<file path="src/rtl/valu_issue_queue_pkg.sv">
// Shared types for the vector ALU issue queue: vreg/opcode types, queue entry struct, defaults.
// VALU_SCALAR_BCAST_EN adds a scalar flag and 16-bit scalar to each entry.
package valu_issue_queue_pkg;

  localparam int NUM_ELEMENTS  = 4;
  localparam int FP_W          = 16;
  localparam int VIQ_DEPTH_DEF = 4;
  localparam int VALU_LAT_DEF  = 2;

  typedef logic [4:0]                         vsel_t;
  typedef logic [NUM_ELEMENTS-1:0][FP_W-1:0]  vreg_t;
  typedef logic [NUM_ELEMENTS-1:0]            vmask_t;

  typedef enum logic [3:0] {
    VOP_ADD = 4'd0,
    VOP_SUB = 4'd1,
    VOP_MUL = 4'd2,
    VOP_MAX = 4'd3,
    VOP_MIN = 4'd4,
    VOP_MOV = 4'd5
  } opcode_t;

  typedef struct packed {
    opcode_t     vop;
    vreg_t       v1;
    vreg_t       v2;
    vmask_t      vmask;
    vsel_t       vd;
`ifdef VALU_SCALAR_BCAST_EN
    logic        scalar;
    logic [15:0] s16;
`endif
  } valu_issue_t;

  // Replicates one FP16 scalar into every lane of a vector register.
  function automatic vreg_t bcast16(input logic [FP_W-1:0] s);
    vreg_t r;
    for (int l = 0; l < NUM_ELEMENTS; l++) r[l] = s;
    return r;
  endfunction

endpackage

</file>
<file path="src/rtl/valu_issue_queue_if.sv">
// Decode-side enqueue, VALU operand and writeback signals of the issue queue.
// The slave modport is the queue; the master modport is decode/VALU/writeback.
interface valu_issue_queue_if
  import valu_issue_queue_pkg::*;
#(
  parameter int DEPTH = VIQ_DEPTH_DEF
) ();

  localparam int CNT_W = $clog2(DEPTH) + 1;

  logic             enq_valid;
  logic             enq_ready;
  opcode_t          enq_vop;
  vreg_t            enq_v1;
  vreg_t            enq_v2;
  vmask_t           enq_vmask;
  vsel_t            enq_vd;
  logic             enq_scalar;
  logic [31:0]      enq_r1;
  logic             flush;
  logic             wb_stall;
  logic             valu_issue;
  vreg_t            vdat1;
  vreg_t            vdat2;
  opcode_t          vop;
  vmask_t           vmask;
  logic             wb_valid;
  vsel_t            wb_vd;
  logic [CNT_W-1:0] count;

  modport slave (
    input  enq_valid, enq_vop, enq_v1, enq_v2, enq_vmask, enq_vd, enq_scalar, enq_r1,
    input  flush, wb_stall,
    output enq_ready, valu_issue, vdat1, vdat2, vop, vmask, wb_valid, wb_vd, count
  );

  modport master (
    output enq_valid, enq_vop, enq_v1, enq_v2, enq_vmask, enq_vd, enq_scalar, enq_r1,
    output flush, wb_stall,
    input  enq_ready, valu_issue, vdat1, vdat2, vop, vmask, wb_valid, wb_vd, count
  );

endinterface

</file>
<file path="src/rtl/valu_inflight_pipe.sv">
// Fixed-latency shadow of the VALU pipeline: carries {valid, vd} so writeback gets the
// destination register in the same cycle as the VALU result. Never stalls.
module valu_inflight_pipe
  import valu_issue_queue_pkg::*;
#(
  parameter int LAT = VALU_LAT_DEF
) (
  input  logic  clk,
  input  logic  rst_n,
  input  logic  issue_i,
  input  vsel_t vd_i,
  output logic  wb_valid_o,
  output vsel_t wb_vd_o
);

  logic [LAT-1:0] valid_q;
  vsel_t          vd_q [LAT];

  always_ff @(posedge clk or negedge rst_n) begin
    if (!rst_n) begin
      valid_q <= '0;
      for (int s = 0; s < LAT; s++) vd_q[s] <= '0;
    end else begin
      valid_q[0] <= issue_i;
      vd_q[0]    <= vd_i;
      for (int s = 1; s < LAT; s++) begin
        valid_q[s] <= valid_q[s-1];
        vd_q[s]    <= vd_q[s-1];
      end
    end
  end

  assign wb_valid_o = valid_q[LAT-1];
  assign wb_vd_o    = vd_q[LAT-1];

endmodule

</file>
<file path="src/rtl/valu_issue_queue.sv">
// Issue queue between vector decode and the VALU, with in-flight tracking for writeback.
// Optional VALU_SCALAR_BCAST_EN: vector-scalar ops broadcast r1[15:0] into every lane of vdat2.
module valu_issue_queue
  import valu_issue_queue_pkg::*;
#(
  parameter int DEPTH    = VIQ_DEPTH_DEF,
  parameter int VALU_LAT = VALU_LAT_DEF
) (
  input  logic               clk,
  input  logic               rst_n,
  valu_issue_queue_if.slave  bus
);

  localparam int PTR_W = $clog2(DEPTH);
  localparam int CNT_W = PTR_W + 1;

  valu_issue_t      mem_q [DEPTH];
  logic [PTR_W-1:0] wr_ptr_q, wr_ptr_d;
  logic [PTR_W-1:0] rd_ptr_q, rd_ptr_d;
  logic [CNT_W-1:0] count_q, count_d;

  valu_issue_t      enq_entry;
  valu_issue_t      head;
  logic             empty;
  logic             full;
  logic             enq_fire;
  logic             issue;
  vsel_t            issue_vd;

  assign empty    = (count_q == '0);
  assign full     = (count_q == CNT_W'(DEPTH));
  assign head     = mem_q[rd_ptr_q];
  assign issue    = !empty && !bus.wb_stall && !bus.flush;
  assign enq_fire = bus.enq_valid && bus.enq_ready;
  assign issue_vd = issue ? head.vd : '0;

  assign bus.enq_ready = !full && !bus.flush;
  assign bus.count     = count_q;

  always_comb begin
    enq_entry.vop   = bus.enq_vop;
    enq_entry.v1    = bus.enq_v1;
    enq_entry.v2    = bus.enq_v2;
    enq_entry.vmask = bus.enq_vmask;
    enq_entry.vd    = bus.enq_vd;
`ifdef VALU_SCALAR_BCAST_EN
    enq_entry.scalar = bus.enq_scalar;
    enq_entry.s16    = bus.enq_r1[15:0];
`endif
  end

`ifdef VALU_SCALAR_BCAST_EN
  logic unused_r1_hi;
  assign unused_r1_hi = ^bus.enq_r1[31:16];
`else
  logic unused_scalar;
  assign unused_scalar = ^{bus.enq_scalar, bus.enq_r1};
`endif

  // Flush wins over any enqueue or pop in the same cycle.
  always_comb begin
    wr_ptr_d = wr_ptr_q;
    rd_ptr_d = rd_ptr_q;
    count_d  = count_q;
    if (bus.flush) begin
      wr_ptr_d = '0;
      rd_ptr_d = '0;
      count_d  = '0;
    end else begin
      if (enq_fire) wr_ptr_d = wr_ptr_q + 1'b1;
      if (issue)    rd_ptr_d = rd_ptr_q + 1'b1;
      count_d = count_q + CNT_W'(enq_fire) - CNT_W'(issue);
    end
  end

  always_ff @(posedge clk or negedge rst_n) begin
    if (!rst_n) begin
      wr_ptr_q <= '0;
      rd_ptr_q <= '0;
      count_q  <= '0;
    end else begin
      wr_ptr_q <= wr_ptr_d;
      rd_ptr_q <= rd_ptr_d;
      count_q  <= count_d;
    end
  end

  always_ff @(posedge clk) begin
    if (enq_fire) mem_q[wr_ptr_q] <= enq_entry;
  end

  // Operand lines are held at zero whenever nothing issues.
  always_comb begin
    bus.valu_issue = issue;
    bus.vdat1      = '0;
    bus.vdat2      = '0;
    bus.vop        = VOP_ADD;
    bus.vmask      = '0;
    if (issue) begin
      bus.vdat1 = head.v1;
      bus.vdat2 = head.v2;
      bus.vop   = head.vop;
      bus.vmask = head.vmask;
`ifdef VALU_SCALAR_BCAST_EN
      if (head.scalar) bus.vdat2 = bcast16(head.s16);
`endif
    end
  end

  valu_inflight_pipe #(
    .LAT (VALU_LAT)
  ) u_inflight (
    .clk        (clk),
    .rst_n      (rst_n),
    .issue_i    (issue),
    .vd_i       (issue_vd),
    .wb_valid_o (bus.wb_valid),
    .wb_vd_o    (bus.wb_vd)
  );

endmodule

</file>
<file path="src/flat_wrapper.sv">
// flat-port wrapper written by rule: the top's interface ports become plain ports
module valu_issue_queue_flat import valu_issue_queue_pkg::*;
#(
  parameter int DEPTH    = VIQ_DEPTH_DEF,
  parameter int VALU_LAT = VALU_LAT_DEF
)
  (clk, rst_n, bus_enq_valid, bus_enq_vop, bus_enq_v1, bus_enq_v2, bus_enq_vmask, bus_enq_vd, bus_enq_scalar, bus_enq_r1, bus_flush, bus_wb_stall, bus_enq_ready, bus_valu_issue, bus_vdat1, bus_vdat2, bus_vop, bus_vmask, bus_wb_valid, bus_wb_vd, bus_count);
  valu_issue_queue_if #(.DEPTH(DEPTH)) bus_i ();
  input  logic clk;
  input  logic rst_n;
  input wire logic [$bits(bus_i.enq_valid)-1:0] bus_enq_valid;
  input wire logic [$bits(bus_i.enq_vop)-1:0] bus_enq_vop;
  input wire logic [$bits(bus_i.enq_v1)-1:0] bus_enq_v1;
  input wire logic [$bits(bus_i.enq_v2)-1:0] bus_enq_v2;
  input wire logic [$bits(bus_i.enq_vmask)-1:0] bus_enq_vmask;
  input wire logic [$bits(bus_i.enq_vd)-1:0] bus_enq_vd;
  input wire logic [$bits(bus_i.enq_scalar)-1:0] bus_enq_scalar;
  input wire logic [$bits(bus_i.enq_r1)-1:0] bus_enq_r1;
  input wire logic [$bits(bus_i.flush)-1:0] bus_flush;
  input wire logic [$bits(bus_i.wb_stall)-1:0] bus_wb_stall;
  output wire logic [$bits(bus_i.enq_ready)-1:0] bus_enq_ready;
  output wire logic [$bits(bus_i.valu_issue)-1:0] bus_valu_issue;
  output wire logic [$bits(bus_i.vdat1)-1:0] bus_vdat1;
  output wire logic [$bits(bus_i.vdat2)-1:0] bus_vdat2;
  output wire logic [$bits(bus_i.vop)-1:0] bus_vop;
  output wire logic [$bits(bus_i.vmask)-1:0] bus_vmask;
  output wire logic [$bits(bus_i.wb_valid)-1:0] bus_wb_valid;
  output wire logic [$bits(bus_i.wb_vd)-1:0] bus_wb_vd;
  output wire logic [$bits(bus_i.count)-1:0] bus_count;
  assign bus_i.enq_valid = bus_enq_valid;
  assign bus_i.enq_vop = bus_enq_vop;
  assign bus_i.enq_v1 = bus_enq_v1;
  assign bus_i.enq_v2 = bus_enq_v2;
  assign bus_i.enq_vmask = bus_enq_vmask;
  assign bus_i.enq_vd = bus_enq_vd;
  assign bus_i.enq_scalar = bus_enq_scalar;
  assign bus_i.enq_r1 = bus_enq_r1;
  assign bus_i.flush = bus_flush;
  assign bus_i.wb_stall = bus_wb_stall;
  assign bus_enq_ready = bus_i.enq_ready;
  assign bus_valu_issue = bus_i.valu_issue;
  assign bus_vdat1 = bus_i.vdat1;
  assign bus_vdat2 = bus_i.vdat2;
  assign bus_vop = bus_i.vop;
  assign bus_vmask = bus_i.vmask;
  assign bus_wb_valid = bus_i.wb_valid;
  assign bus_wb_vd = bus_i.wb_vd;
  assign bus_count = bus_i.count;
  valu_issue_queue #(.DEPTH(DEPTH), .VALU_LAT(VALU_LAT)) u_core (.clk(clk), .rst_n(rst_n), .bus(bus_i));
endmodule
</file>
<file path="config.mk">
export PLATFORM = sky130hd
export DESIGN_NAME = valu_issue_queue_flat
export DESIGN_NICKNAME = d
export VERILOG_FILES = /design/src/rtl/valu_issue_queue_pkg.sv /design/src/rtl/valu_issue_queue_if.sv /design/src/rtl/valu_inflight_pipe.sv /design/src/rtl/valu_issue_queue.sv /design/src/flat_wrapper.sv
export SDC_FILE = /design/constraint.sdc
export NUM_CORES = 1
export LEC_CHECK = 0
export ABC_AREA = 1
export BUFFER_PORTS_ARGS = -buffer_cell sky130_fd_sc_hd__buf_2
export CAP_MARGIN = 10
export CORE_UTILIZATION = 61
export DETAILED_ROUTE_END_ITERATION = 8
export PLACE_DENSITY_LB_ADDON = 0.3
export SYNTH_ARGS = -nofsm -noshare
export SYNTH_HDL_FRONTEND = slang
export SYNTH_SLANG_ARGS = --single-unit
</file>
<file path="constraint.sdc">
create_clock -name clk -period 16.15 [get_ports clk]
set_input_delay 1.615 -clock clk [delete_from_list [all_inputs] [get_ports clk]]
set_output_delay 1.615 -clock clk [all_outputs]
set_load 0.05 [all_outputs]
</file>
==> results.ini, run 1 <==
[worst_setup_path]
crit_path_max_incr_delay_ps=790
worstSetupPathType=register to primary output
timing.critical_path.from_type=register
r2r.worst_path.cells=6
worst_setup_path_startpoint=u_core.rd_ptr_q[0]
cp-endpoint=bus_vdat2[22]
crit_path_end_kind=primary output
critical_path.reg2reg.endpoint=u_core.mem_q[1][72]
cp_top_family=buffers and inverters
critical_path_peak_fanout=80
critical-path-slowest-cell=sky130_fd_sc_hd__dfrtp_4
timing.critical_path.cells=buf_4 -> buf_4 -> nor2_1 -> nor2_1 -> o21ai_0 -> a21oi_1 -> buf_2
r2r_start=u_core.bus.count[1]
worst_ep_arrival_time_ps=3820
crit_buf_inv=3
worst-path-stages=7
crit_required_ps=14530
reg2reg_setup_slack_ps=13070

[synth]
compound_gate_portion_of_the_synthesized_area_pct=6.18
ys_seq_elements=583
xor_xnor_fraction_of_synth_area_pct=0.0382
yosysUniqueCellTypes=22
muxShareOfSynthArea_pct=0
synth_cells=1883
synth_simple_gate_area_share_pct=14.5
synth_flop_cell=sky130_fd_sc_hd__edfxtp_1
yosysWarningCount=0
ys_seq_area_share_pct=76.0
synth_fp_nets=2069
mappedNetlistArea_um2=22900
synth_enable_flop_cells=564
synth_top_family_by_area=simple AND/OR/NAND/NOR gates
syn_area_per_cell_um2=12.2
asyncSetResetFlopFracSynth_pct=3.26
yosys.area_share.adder_pct=0.415

[die]
rows=70
chipWidth_um=196
placeableCoreArea_um2=36800
design.die.area_um2=38300
initial_core_util_pct=62.3
die-height_um=196
io_pins=326

[placement]
gp_congestion=0.802
port_buffers=292
dpl.hpwl_mm=25.5

[detailed_routing]
postRouteAntennaNets=0
avgRoutedWirePerCell_um=18.0
via_count=14600
drc_violations_left=0
drtIter0Drc=1022
via_density=5.50
wl_mm=48.0
detailedRoute.firstPassIterationCount=5

[pwr]
power.share.combinational_pct=23.3
share_clk_of_total_power_pct=31.1
internal-power_uw=2670
total_switching_power_uw=1280
cellLeakagePower_uw=0.0105
share_seq_of_total_power_pct=45.7
switching_share_pct=32.4
areal_power_density_over_the_cells_nw_per_um2=150
power.ir.vdd_worst_v=0.000112

[clock_network]
cts_root_buf=sky130_fd_sc_hd__clkbuf_16
cts_buffers=56
postCtsHoldBufs=0
insertion_delay_ps=590
clk_pin_slew_worst_paths_ps=60
postCtsSetupBuffers=0
cts_num_sinks=583
tritoncts=yes
post_cts_resized=0
cts_buffer_depth=3
ctsHtreeMaxLevel=2

[sta]
grt_setup_unrepaired=false
min_period_ps=5440
max_slew_margin_pct=23.3
finClkSkew_ps=14.2
final_setup_tns_ps=0
tightestPinTransition_ps=1150
finalHoldWorstSlack_ps=351
clock.fmax_mhz=184
final_min_period_over_clock_period_pct=33.7
final_report_hold_violation_count=0
final-setup-viol-count=0
slew_violations=0

[global_route]
number_of_global_route_vias_before_repair=14400
largest_net_degree_at_the_start_of_global_routing=188
grt_first_pass_wirelength_mm=73.7
grt_antenna_before_repair=17
grt-ovfl-total=0
grt.total_usage_pct=24.9

[hold_path]
holdCritPathClass=register to register

[cells_and_area]
commonest_cells_after_routing_fill_and_taps_aside=sky130_fd_sc_hd__nand2_1 (573), sky130_fd_sc_hd__edfxtp_1 (564), sky130_fd_sc_hd__buf_2 (292)
nNetsFinal=2323
layout-area-overhead-vs-synth_pct=14.8
layout-drive-gt1-share_pct=18.4
layout.cells.most_common=sky130_fd_sc_hd__nand2_1

[outcome]
run_status=finished, final reports clean

[flow_run]
maxCapViolCount=0

-- worst min-delay path by stage --
stage,start,end,cells past startpoint
2_1_floorplan,u_core.u_inflight.valid_q[0],u_core.u_inflight.valid_q[1],0
3_3_place_gp,u_core.u_inflight.valid_q[0],u_core.u_inflight.valid_q[1],0
3_5_place_dp,u_core.u_inflight.vd_q[7],u_core.u_inflight.wb_vd_o[2],0
4_1_cts,u_core.u_inflight.valid_q[0],u_core.u_inflight.valid_q[1],0
5_1_grt,u_core.u_inflight.vd_q[5],u_core.u_inflight.wb_vd_o[0],0
6_report,u_core.u_inflight.valid_q[0],u_core.u_inflight.valid_q[1],0
-- Yosys cell counts, types with 2 or more instances --
library cell               instances  share of area [%]
sky130_fd_sc_hd__nand3_1           7               0.15
sky130_fd_sc_hd__o21ai_0         141                3.1
sky130_fd_sc_hd__buf_6             8               0.39
sky130_fd_sc_hd__buf_2            48                1.0
sky130_fd_sc_hd__edfxtp_1        564                 74
sky130_fd_sc_hd__nand4_1           2              0.055
sky130_fd_sc_hd__dfrtp_1          19                2.1
sky130_fd_sc_hd__nand2_1         573                9.4
sky130_fd_sc_hd__ha_1              6               0.33
sky130_fd_sc_hd__nor2_1          293                4.8
sky130_fd_sc_hd__clkbuf_1         42               0.69
sky130_fd_sc_hd__buf_1             7               0.11
sky130_fd_sc_hd__a21oi_1         142                3.1
sky130_fd_sc_hd__buf_4             8               0.26
sky130_fd_sc_hd__inv_1            16               0.26
-- flip-flops by register name, indices dropped and copies added, names as in the netlist --
name and cells:
u_core.mem_q 564, u_core.u_inflight.vd_q 5, u_core.u_inflight.wb_vd_o 5, u_core.bus.count 3, u_core.rd_ptr_q 2, u_core.u_inflight.valid_q 2, u_core.wr_ptr_q 2
-- worst reg2reg max path, cell delays in order (launching register included) --
cell and delay [ps]:
sky130_fd_sc_hd__dfrtp_1 430, sky130_fd_sc_hd__nor2_1 110, sky130_fd_sc_hd__nand2_1 70, sky130_fd_sc_hd__nand3_1 360, sky130_fd_sc_hd__nor2_4 230, sky130_fd_sc_hd__buf_4 640
sky130_fd_sc_hd__buf_4 820
-- area by class of cell --
class                   count  area, µm²
clock buffers              70       1500
inverters                  18       82.6
well taps                 468        586
diodes                     13       32.5
flip-flops and latches    583      17400
clock inverters            30        223
fillers                  2400      10500
multi-input cells        1168       4870
repair buffers            310       1600
-- power groups by stage --
stage / registers (µW) / clock network [µW] / logic, µW
after floorplan: 1850 / 0 / 713
after global placement: 1830 / 0 / 889
after detailed placement: 1830 / 0 / 915
after CTS: 1800 / 1240 / 922
after global routing: 1810 / 1300 / 1010
final: 1800 / 1230 / 919
-- per-layer routing --
metal | up-vias | track usage, % | share of wire [%]
met5 | - | 0 | 0.17
met4 | 14 | 9.52 | 2.5
met3 | 99 | 6.98 | 8.5
met2 | 492 | 43.0 | 51
met1 | 7039 | 29.8 | 38
li1 | 6977 | - | -
-- cells by family after synthesis --
family,count (synthesis)
buffers and inverters,132
adder cells (fa/ha/maj),7
AND/OR/NAND/NOR,877
XOR/XNOR,1
flip-flops,583
AO/OA/AOI/OAI,283
-- metrics by stage --
stage          setup slack, ps  std cells  util (%)  area, µm²  power, µW
3_3_place_gp             10940       2547      66.7      24600       2720
3_5_place_dp             10930       2547      66.7      24600       2750
5_1_grt                  10360       2652      71.4      26300       4120
4_1_cts                  10570       2647      71.4      26300       3970
2_1_floorplan             7700       1883         -      22900       2560
6_report                 10710       2660      71.5      26300       3950
(Power assumes the default switching activity.)
==> run 2: changes to the inputs <==
- CORE_UTILIZATION: 61 -> 57
- clock period: 16.15 -> 5.26 ns (I/O delays scaled with it)
==> results.ini, run 2 (same netlist as run 1, synthesis figures left out) <==
[global_route]
busiest_layer=met2
grt.total_usage_pct=23.3  ; -1.6 points
groute.layer.met1.usage_pct=29.0  ; -0.83 points
grt-ovfl-total=0  ; unchanged
largest_net_degree_at_the_start_of_global_routing=171  ; -9.0%
number_of_global_route_vias_before_repair=14200  ; -1.1%
grt_first_pass_wirelength_mm=74.1  ; +0.42%
use_met2_pct=39.6  ; -3.4 points
grt_util_met3_pct=6.18  ; -0.80 points
grt_antenna_before_repair=11  ; -6

[clock_network]
cts_buffers=56  ; unchanged
ctsHtreeMaxLevel=2  ; unchanged
tritoncts=yes
clk_pin_slew_worst_paths_ps=60  ; about the same
postCtsSetupBuffers=0  ; unchanged
insertion_delay_ps=580  ; about the same
cts_root_buf=sky130_fd_sc_hd__clkbuf_16
cts_buffer_depth=3  ; unchanged
cts_num_sinks=583  ; unchanged

[sta]
grt_setup_unrepaired=false
max_slew_margin_pct=28.0  ; +4.7 points
final_min_period_over_clock_period_pct=73.5
final-setup-viol-count=0  ; unchanged
min_period_ps=3870
clock.fmax_mhz=259
tightestPinTransition_ps=1080  ; -70.8 ps
final_report_hold_violation_count=0  ; unchanged
finClkSkew_ps=11.1  ; -3.10 ps
slew_violations=0  ; unchanged
setup_ws_ps=1390  ; -9320 ps

[cells_and_area]
layout-drive-gt1-share_pct=18.2  ; -0.11 points
layout.cells.most_common=sky130_fd_sc_hd__nand2_1
post-route-cell-area_um2=26400  ; +0.38%
largest_register_ffs=564  ; unchanged
nNetsFinal=2324  ; +0.043%
registers.top_by_ff_count=u_core.mem_q
layout-area-overhead-vs-synth_pct=15.2
commonest_cells_after_routing_fill_and_taps_aside=sky130_fd_sc_hd__nand2_1 (573), sky130_fd_sc_hd__edfxtp_1 (564), sky130_fd_sc_hd__buf_2 (292)

[pwr]
switching_share_pct=32.3  ; -0.049 points
share_seq_of_total_power_pct=45.9  ; +0.2 points
power.share.combinational_pct=23.6  ; +0.3 points
areal_power_density_over_the_cells_nw_per_um2=458  ; +200%
cellLeakagePower_uw=0.0105  ; about the same
p_total_uw=12100  ; +210%
share_clk_of_total_power_pct=30.6  ; -0.5 points
internal-power_uw=8180  ; +210%
power.ir.vdd_worst_v=0.000306  ; +170%
total_switching_power_uw=3910  ; +210%

[flow_run]
maxCapViolCount=0  ; unchanged

[die]
rows=73  ; +4.3%
placeableCoreArea_um2=39700  ; +8.0%
die-height_um=202  ; +3.4%
io_pins=326  ; unchanged
initial_core_util_pct=57.7  ; -4.6 points
chipWidth_um=202  ; +3.4%
design.die.area_um2=41000  ; +6.9%

[worst_setup_path]
critical_path_peak_fanout=170  ; +110%
timing.critical_path.from_type=register
crit_required_ps=4730  ; -9800 ps
worstSetupPathType=register to primary output
worst_ep_arrival_time_ps=3340  ; -480 ps
crit_path_end_kind=primary output

[detailed_routing]
postRouteAntennaNets=0  ; unchanged
detailedRoute.firstPassIterationCount=7  ; +2
via_density=5.36  ; -2.5%
avgRoutedWirePerCell_um=17.7  ; -1.6%
drc_violations_left=0  ; unchanged
drtIter0Drc=1047  ; +2.4%
via_count=14500  ; -0.77%
wl_mm=48.0  ; +0.14%

[placement]
pre_cts_slack_ps=2060  ; -8860 ps
detailed_place.area_um2=24700  ; +0.60%
port_buffers=292  ; unchanged
gp_congestion=0.755  ; -5.8%
dpl.hpwl_mm=25.1  ; -1.6%

[outcome]
run_status=finished, final reports clean

[hold_path]
holdCritPathClass=input pin to register

## run 2: changes by cell type in the layout (fill, tap and decap cells not counted), sizes merged
cell         change
bufinv           -1
clkbuf           -1
clkinv           -2
diode            -7
dlygate4sd3      +1
## run 2: final cells by class
cell class | count | area [µm²]
Antenna cell | 6 | 15.0
Clock buffer | 69 | 1500
Clock inverter | 27 | 178
Fill cell | 2840 | 13300
Inverter | 18 | 82.6
Multi-Input combinational cell | 1168 | 4870
Sequential cell | 583 | 17400
Tap cell | 525 | 657
Timing Repair Buffer | 311 | 1680
## run 2: repair_timing
item | in CTS | in global routing
hold endpoints to repair | 19 | 0
hold buffers | 1 | 0
resized for setup | 0 | 0
## run 2: worst max-delay path: stages (launching register included)
cell	delay [ps]
sky130_fd_sc_hd__dfrtp_4	710
sky130_fd_sc_hd__inv_8	710
sky130_fd_sc_hd__buf_4	460
sky130_fd_sc_hd__nand2_1	100
sky130_fd_sc_hd__nand2_1	90
sky130_fd_sc_hd__nand2_1	50
sky130_fd_sc_hd__a21oi_1	200
sky130_fd_sc_hd__buf_2	320
## run 2: path summary, 6_finish.rpt
path / from / endpoint / slack, ps / cells after the start
min in group asynchronous: rst_n / u_core.bus.count[0] / 450 / 2
hold reg to reg: u_core.u_inflight.vd_q[7] / u_core.u_inflight.wb_vd_o[2] / 350 / 0
setup / recovery: u_core.rd_ptr_q[0] / bus_vdat2[56] / 1390 / 7
setup reg to reg: u_core.bus.count[1] / u_core.mem_q[2][99] / 2490 / 5
max in group asynchronous: rst_n / u_core.rd_ptr_q[0] / 4410 / 2
hold / removal: bus_enq_v2[2] / u_core.mem_q[1][11] / 140 / 1
## run 2: stage by stage
step	hold slack (ps)	std cells	utilization [%]	setup TNS, ps
6_report	144	2707	66.5	0
5_1_grt	123	2702	66.4	0
4_1_cts	111	2701	66.4	0
3_5_place_dp	337	2604	62.2	0
3_3_place_gp	335	2604	62.2	0
2_1_floorplan	230	1883	-	-1336180
## run 2: metal layers
layer | part of all wire, % | wire (µm)
met5 | 0.092 | 44
met3 | 7.4 | 3560
met1 | 41 | 19600
met4 | 2.0 | 953
met2 | 50 | 23900
## run 2: power groups by stage
stage          registers [µW]  logic [µW]  clock network, µW
2_1_floorplan            5670        2190                  0
3_3_place_gp             5620        2780                  0
3_5_place_dp             5640        2840                  0
4_1_cts                  5540        2860               3760
5_1_grt                  5560        3150               3930
6_report                 5540        2850               3690
==> run 3: changes to the inputs <==
- ABC_AREA: 1 -> 0
- CORE_UTILIZATION: 57 -> 51
- clock period: 5.26 -> 3.2 ns (I/O delays scaled with it)
==> results.ini, run 3 <==
[synth]
syn_area_per_cell_um2=23.1  ; +90%
asyncSetResetFlopFracSynth_pct=3.26  ; unchanged
synth_enable_flop_cells=564  ; unchanged
yosysUniqueCellTypes=24  ; +9.1%
yosysWarningCount=0  ; unchanged
synth_fp_nets=1142  ; -45%
synth_top_cell_area_share_pct=76.8  ; +2.8 points
ys_top_cells_by_count=sky130_fd_sc_hd__edfxtp_1 (564), sky130_fd_sc_hd__and2_1 (145), sky130_fd_sc_hd__mux4_2 (141)
yosys.cell_count.top_type=sky130_fd_sc_hd__edfxtp_1
synth_flop_cell=sky130_fd_sc_hd__edfxtp_1
synthDominantAreaCellType=sky130_fd_sc_hd__edfxtp_1
synth_cells=956  ; -49%
ys_top_cells_by_area=sky130_fd_sc_hd__edfxtp_1 (77%), sky130_fd_sc_hd__mux4_2 (14%), sky130_fd_sc_hd__and2_1 (4.1%), sky130_fd_sc_hd__dfrtp_1 (2.2%), sky130_fd_sc_hd__buf_2 (0.52%)
ys_seq_elements=583  ; unchanged
mappedNetlistArea_um2=22100  ; -3.7%
ys_seq_area_share_pct=78.9  ; +2.9 points

[worst_setup_path]
critical-path-slowest-cell=sky130_fd_sc_hd__dfrtp_4
crit_required_ps=2880  ; -1850 ps
worstSetupPathType=register to primary output
critical_path_peak_fanout=19  ; -89%
timing.critical_path.from_type=register
worst_ep_arrival_time_ps=2680  ; -660 ps
crit_path_max_incr_delay_ps=650  ; -60 ps
timing.critical_path.cells=buf_4 -> mux4_2 -> and2_1 -> buf_2
crit_path_end_kind=primary output

[detailed_routing]
wl_mm=44.3  ; -7.8%
drc_violations_left=0  ; unchanged
via_count=10800  ; -25%
detailedRoute.firstPassIterationCount=6  ; -1
avgRoutedWirePerCell_um=21.6  ; +22%
drtIter0Drc=731  ; -30%
via_density=5.29  ; -1.4%
postRouteAntennaNets=0  ; unchanged

[die]
design.die.area_um2=44100  ; +7.6%
die-height_um=210  ; +3.7%
rows=75  ; +2.7%
io_pins=326  ; unchanged
placeableCoreArea_um2=42300  ; +6.5%
initial_core_util_pct=52.1  ; -5.5 points
chipWidth_um=210  ; +3.7%

[global_route]
grt-ovfl-total=0  ; unchanged
largest_net_degree_at_the_start_of_global_routing=144  ; -16%
grt_first_pass_wirelength_mm=67.8  ; -8.4%
groute.layer.met1.usage_pct=25.8  ; -3.2 points
use_met2_pct=34.7  ; -4.9 points
grt.total_usage_pct=20.5  ; -2.8 points
busiest_layer=met2
grt_antenna_before_repair=3  ; -8
number_of_global_route_vias_before_repair=11900  ; -16%
grt_util_met3_pct=6.08  ; -0.10 points

[clock_network]
cts_buffers=57  ; +1.8%
insertion_delay_ps=600  ; +20 ps
cts_root_buf=sky130_fd_sc_hd__clkbuf_16
cts_buffer_depth=3  ; unchanged
clk_pin_slew_worst_paths_ps=60  ; about the same
postCtsSetupBuffers=0  ; unchanged
cts_num_sinks=583  ; unchanged
ctsHtreeMaxLevel=2  ; unchanged
tritoncts=yes
post_cts_resized=0  ; unchanged
postCtsHoldBufs=143  ; +142

[placement]
gp_congestion=0.705  ; -6.6%
port_buffers=292  ; unchanged
dpl.hpwl_mm=24.6  ; -2.2%

[cells_and_area]
final_util_pct=65.3  ; -1.2 points
nNetsFinal=1607  ; -31%
registers.top_by_ff_count=u_core.mem_q
layout-area-overhead-vs-synth_pct=25.2
commonest_cells_after_routing_fill_and_taps_aside=sky130_fd_sc_hd__edfxtp_1 (564), sky130_fd_sc_hd__buf_2 (292), sky130_fd_sc_hd__dlygate4sd3_1 (143)
largest_register_ffs=564  ; unchanged
layout-drive-gt1-share_pct=37.1  ; +19 points
layout.cells.most_common=sky130_fd_sc_hd__edfxtp_1

[outcome]
run_status=finished, final reports clean

[pwr]
p_total_uw=19300  ; +60%
areal_power_density_over_the_cells_nw_per_um2=699  ; +53%
power.ir.vdd_worst_v=0.000607  ; +99%
cellLeakagePower_uw=0.00969  ; -7.4%

[sta]
final_setup_tns_ps=0  ; unchanged
slew_violations=0  ; unchanged
final-setup-viol-count=0  ; unchanged
min_period_ps=3000
grt_setup_unrepaired=false
final_min_period_over_clock_period_pct=93.8
clock.fmax_mhz=333
tightestPinTransition_ps=664  ; -415 ps
final_report_hold_violation_count=0  ; unchanged
max_slew_margin_pct=55.7  ; +28 points
finClkSkew_ps=18.1  ; +6.99 ps

[hold_path]
holdCritPathClass=input pin to register

[flow_run]
maxCapViolCount=0  ; unchanged

run 3: cell count changes in the layout (fill, tap and decap cells not counted), sizes merged, moves of 4 or more:
cell         delta
nand3           -8
a21oi         -138
nand2         -574
o21ai         -139
mux4          +141
inv            -12
dlygate4sd3   +142
diode           -4
nor2          -289
clkbuf         +11
buf             +6
and2          +145
run 3: cell type report:
cell class	instances	area, µm²
Fill cell	2740	14700
Antenna cell	2	5.00
Tap cell	577	722
Clock inverter	26	223
Inverter	5	18.8
Clock buffer	80	1600
Multi-Input combinational cell	315	4340
Timing Repair Buffer	459	3310
Sequential cell	583	17400
run 3: final timing paths:
path                                           start                      endpoint  slack (ps)  depth (start not counted)
max                               u_core.rd_ptr_q[0]                 bus_vdat1[11]         200                          4
min                                     bus_wb_stall            u_core.rd_ptr_q[0]          50                          3
max reg2reg                      u_core.bus.count[1]           u_core.mem_q[2][34]        1000                          4
min reg2reg                u_core.u_inflight.vd_q[7]  u_core.u_inflight.wb_vd_o[2]         350                          0
max in group asynchronous                      rst_n            u_core.rd_ptr_q[1]        2600                          2
min in group asynchronous                      rst_n     u_core.u_inflight.vd_q[8]         240                          2
run 3: logic make-up (layout without fill, tap and decap cells):
logic type | Yosys count | count (layout) | share of synthesized area, %
AO/OA/AOI/OAI | 6 | 6 | 0.153
XOR/XNOR | 2 | 2 | 0.0794
adder cells (fa/ha/maj) | 7 | 7 | 0.431
buffers and inverters | 58 | 570 | 1.49
flip-flops | 583 | 583 | 78.9
multiplexers | 143 | 143 | 14.5
other | 0 | 2 | 0
AND/OR/NAND/NOR | 157 | 157 | 4.44
run 3: metal layers:
metal | routed length [µm] | up-vias | share of wire [%]
met1 | 17700 | 5576 | 40
met3 | 3380 | 64 | 7.6
met2 | 22300 | 352 | 50
met4 | 890 | 2 | 2.0
li1 | - | 4829 | -
met5 | 13 | - | 0.029
run 3: critical path, delay by kind of cell (launching register included):
kind | cells | cell delay (ps)
buf+inv | 2 | 640
simple gates | 1 | 180
mux | 1 | 570
flops | 1 | 650
run 3: report_power, final:
| part | internal [µW] | total, µW | leakage, µW | switching, µW |
|---|---|---|---|---|
| clock network | 3780 | 6490 | 0.000890 | 2710 |
| logic | 1540 | 3740 | 0.00343 | 2210 |
| registers | 8900 | 9080 | 0.00537 | 177 |
run 3: through the flow:
stage / instance area [µm²] / setup WS (ps) / instances / hold WS (ps)
after floorplan: 22100 / -159 / 956 / 24.4
after detailed placement: 24400 / 788 / 1796 / 304
after global routing: 27600 / 53.3 / 2047 / 60.2
final: 27600 / 199 / 2047 / 53.1
after CTS: 27600 / 125 / 2045 / 14.9
after global placement: 24400 / 799 / 1796 / 292
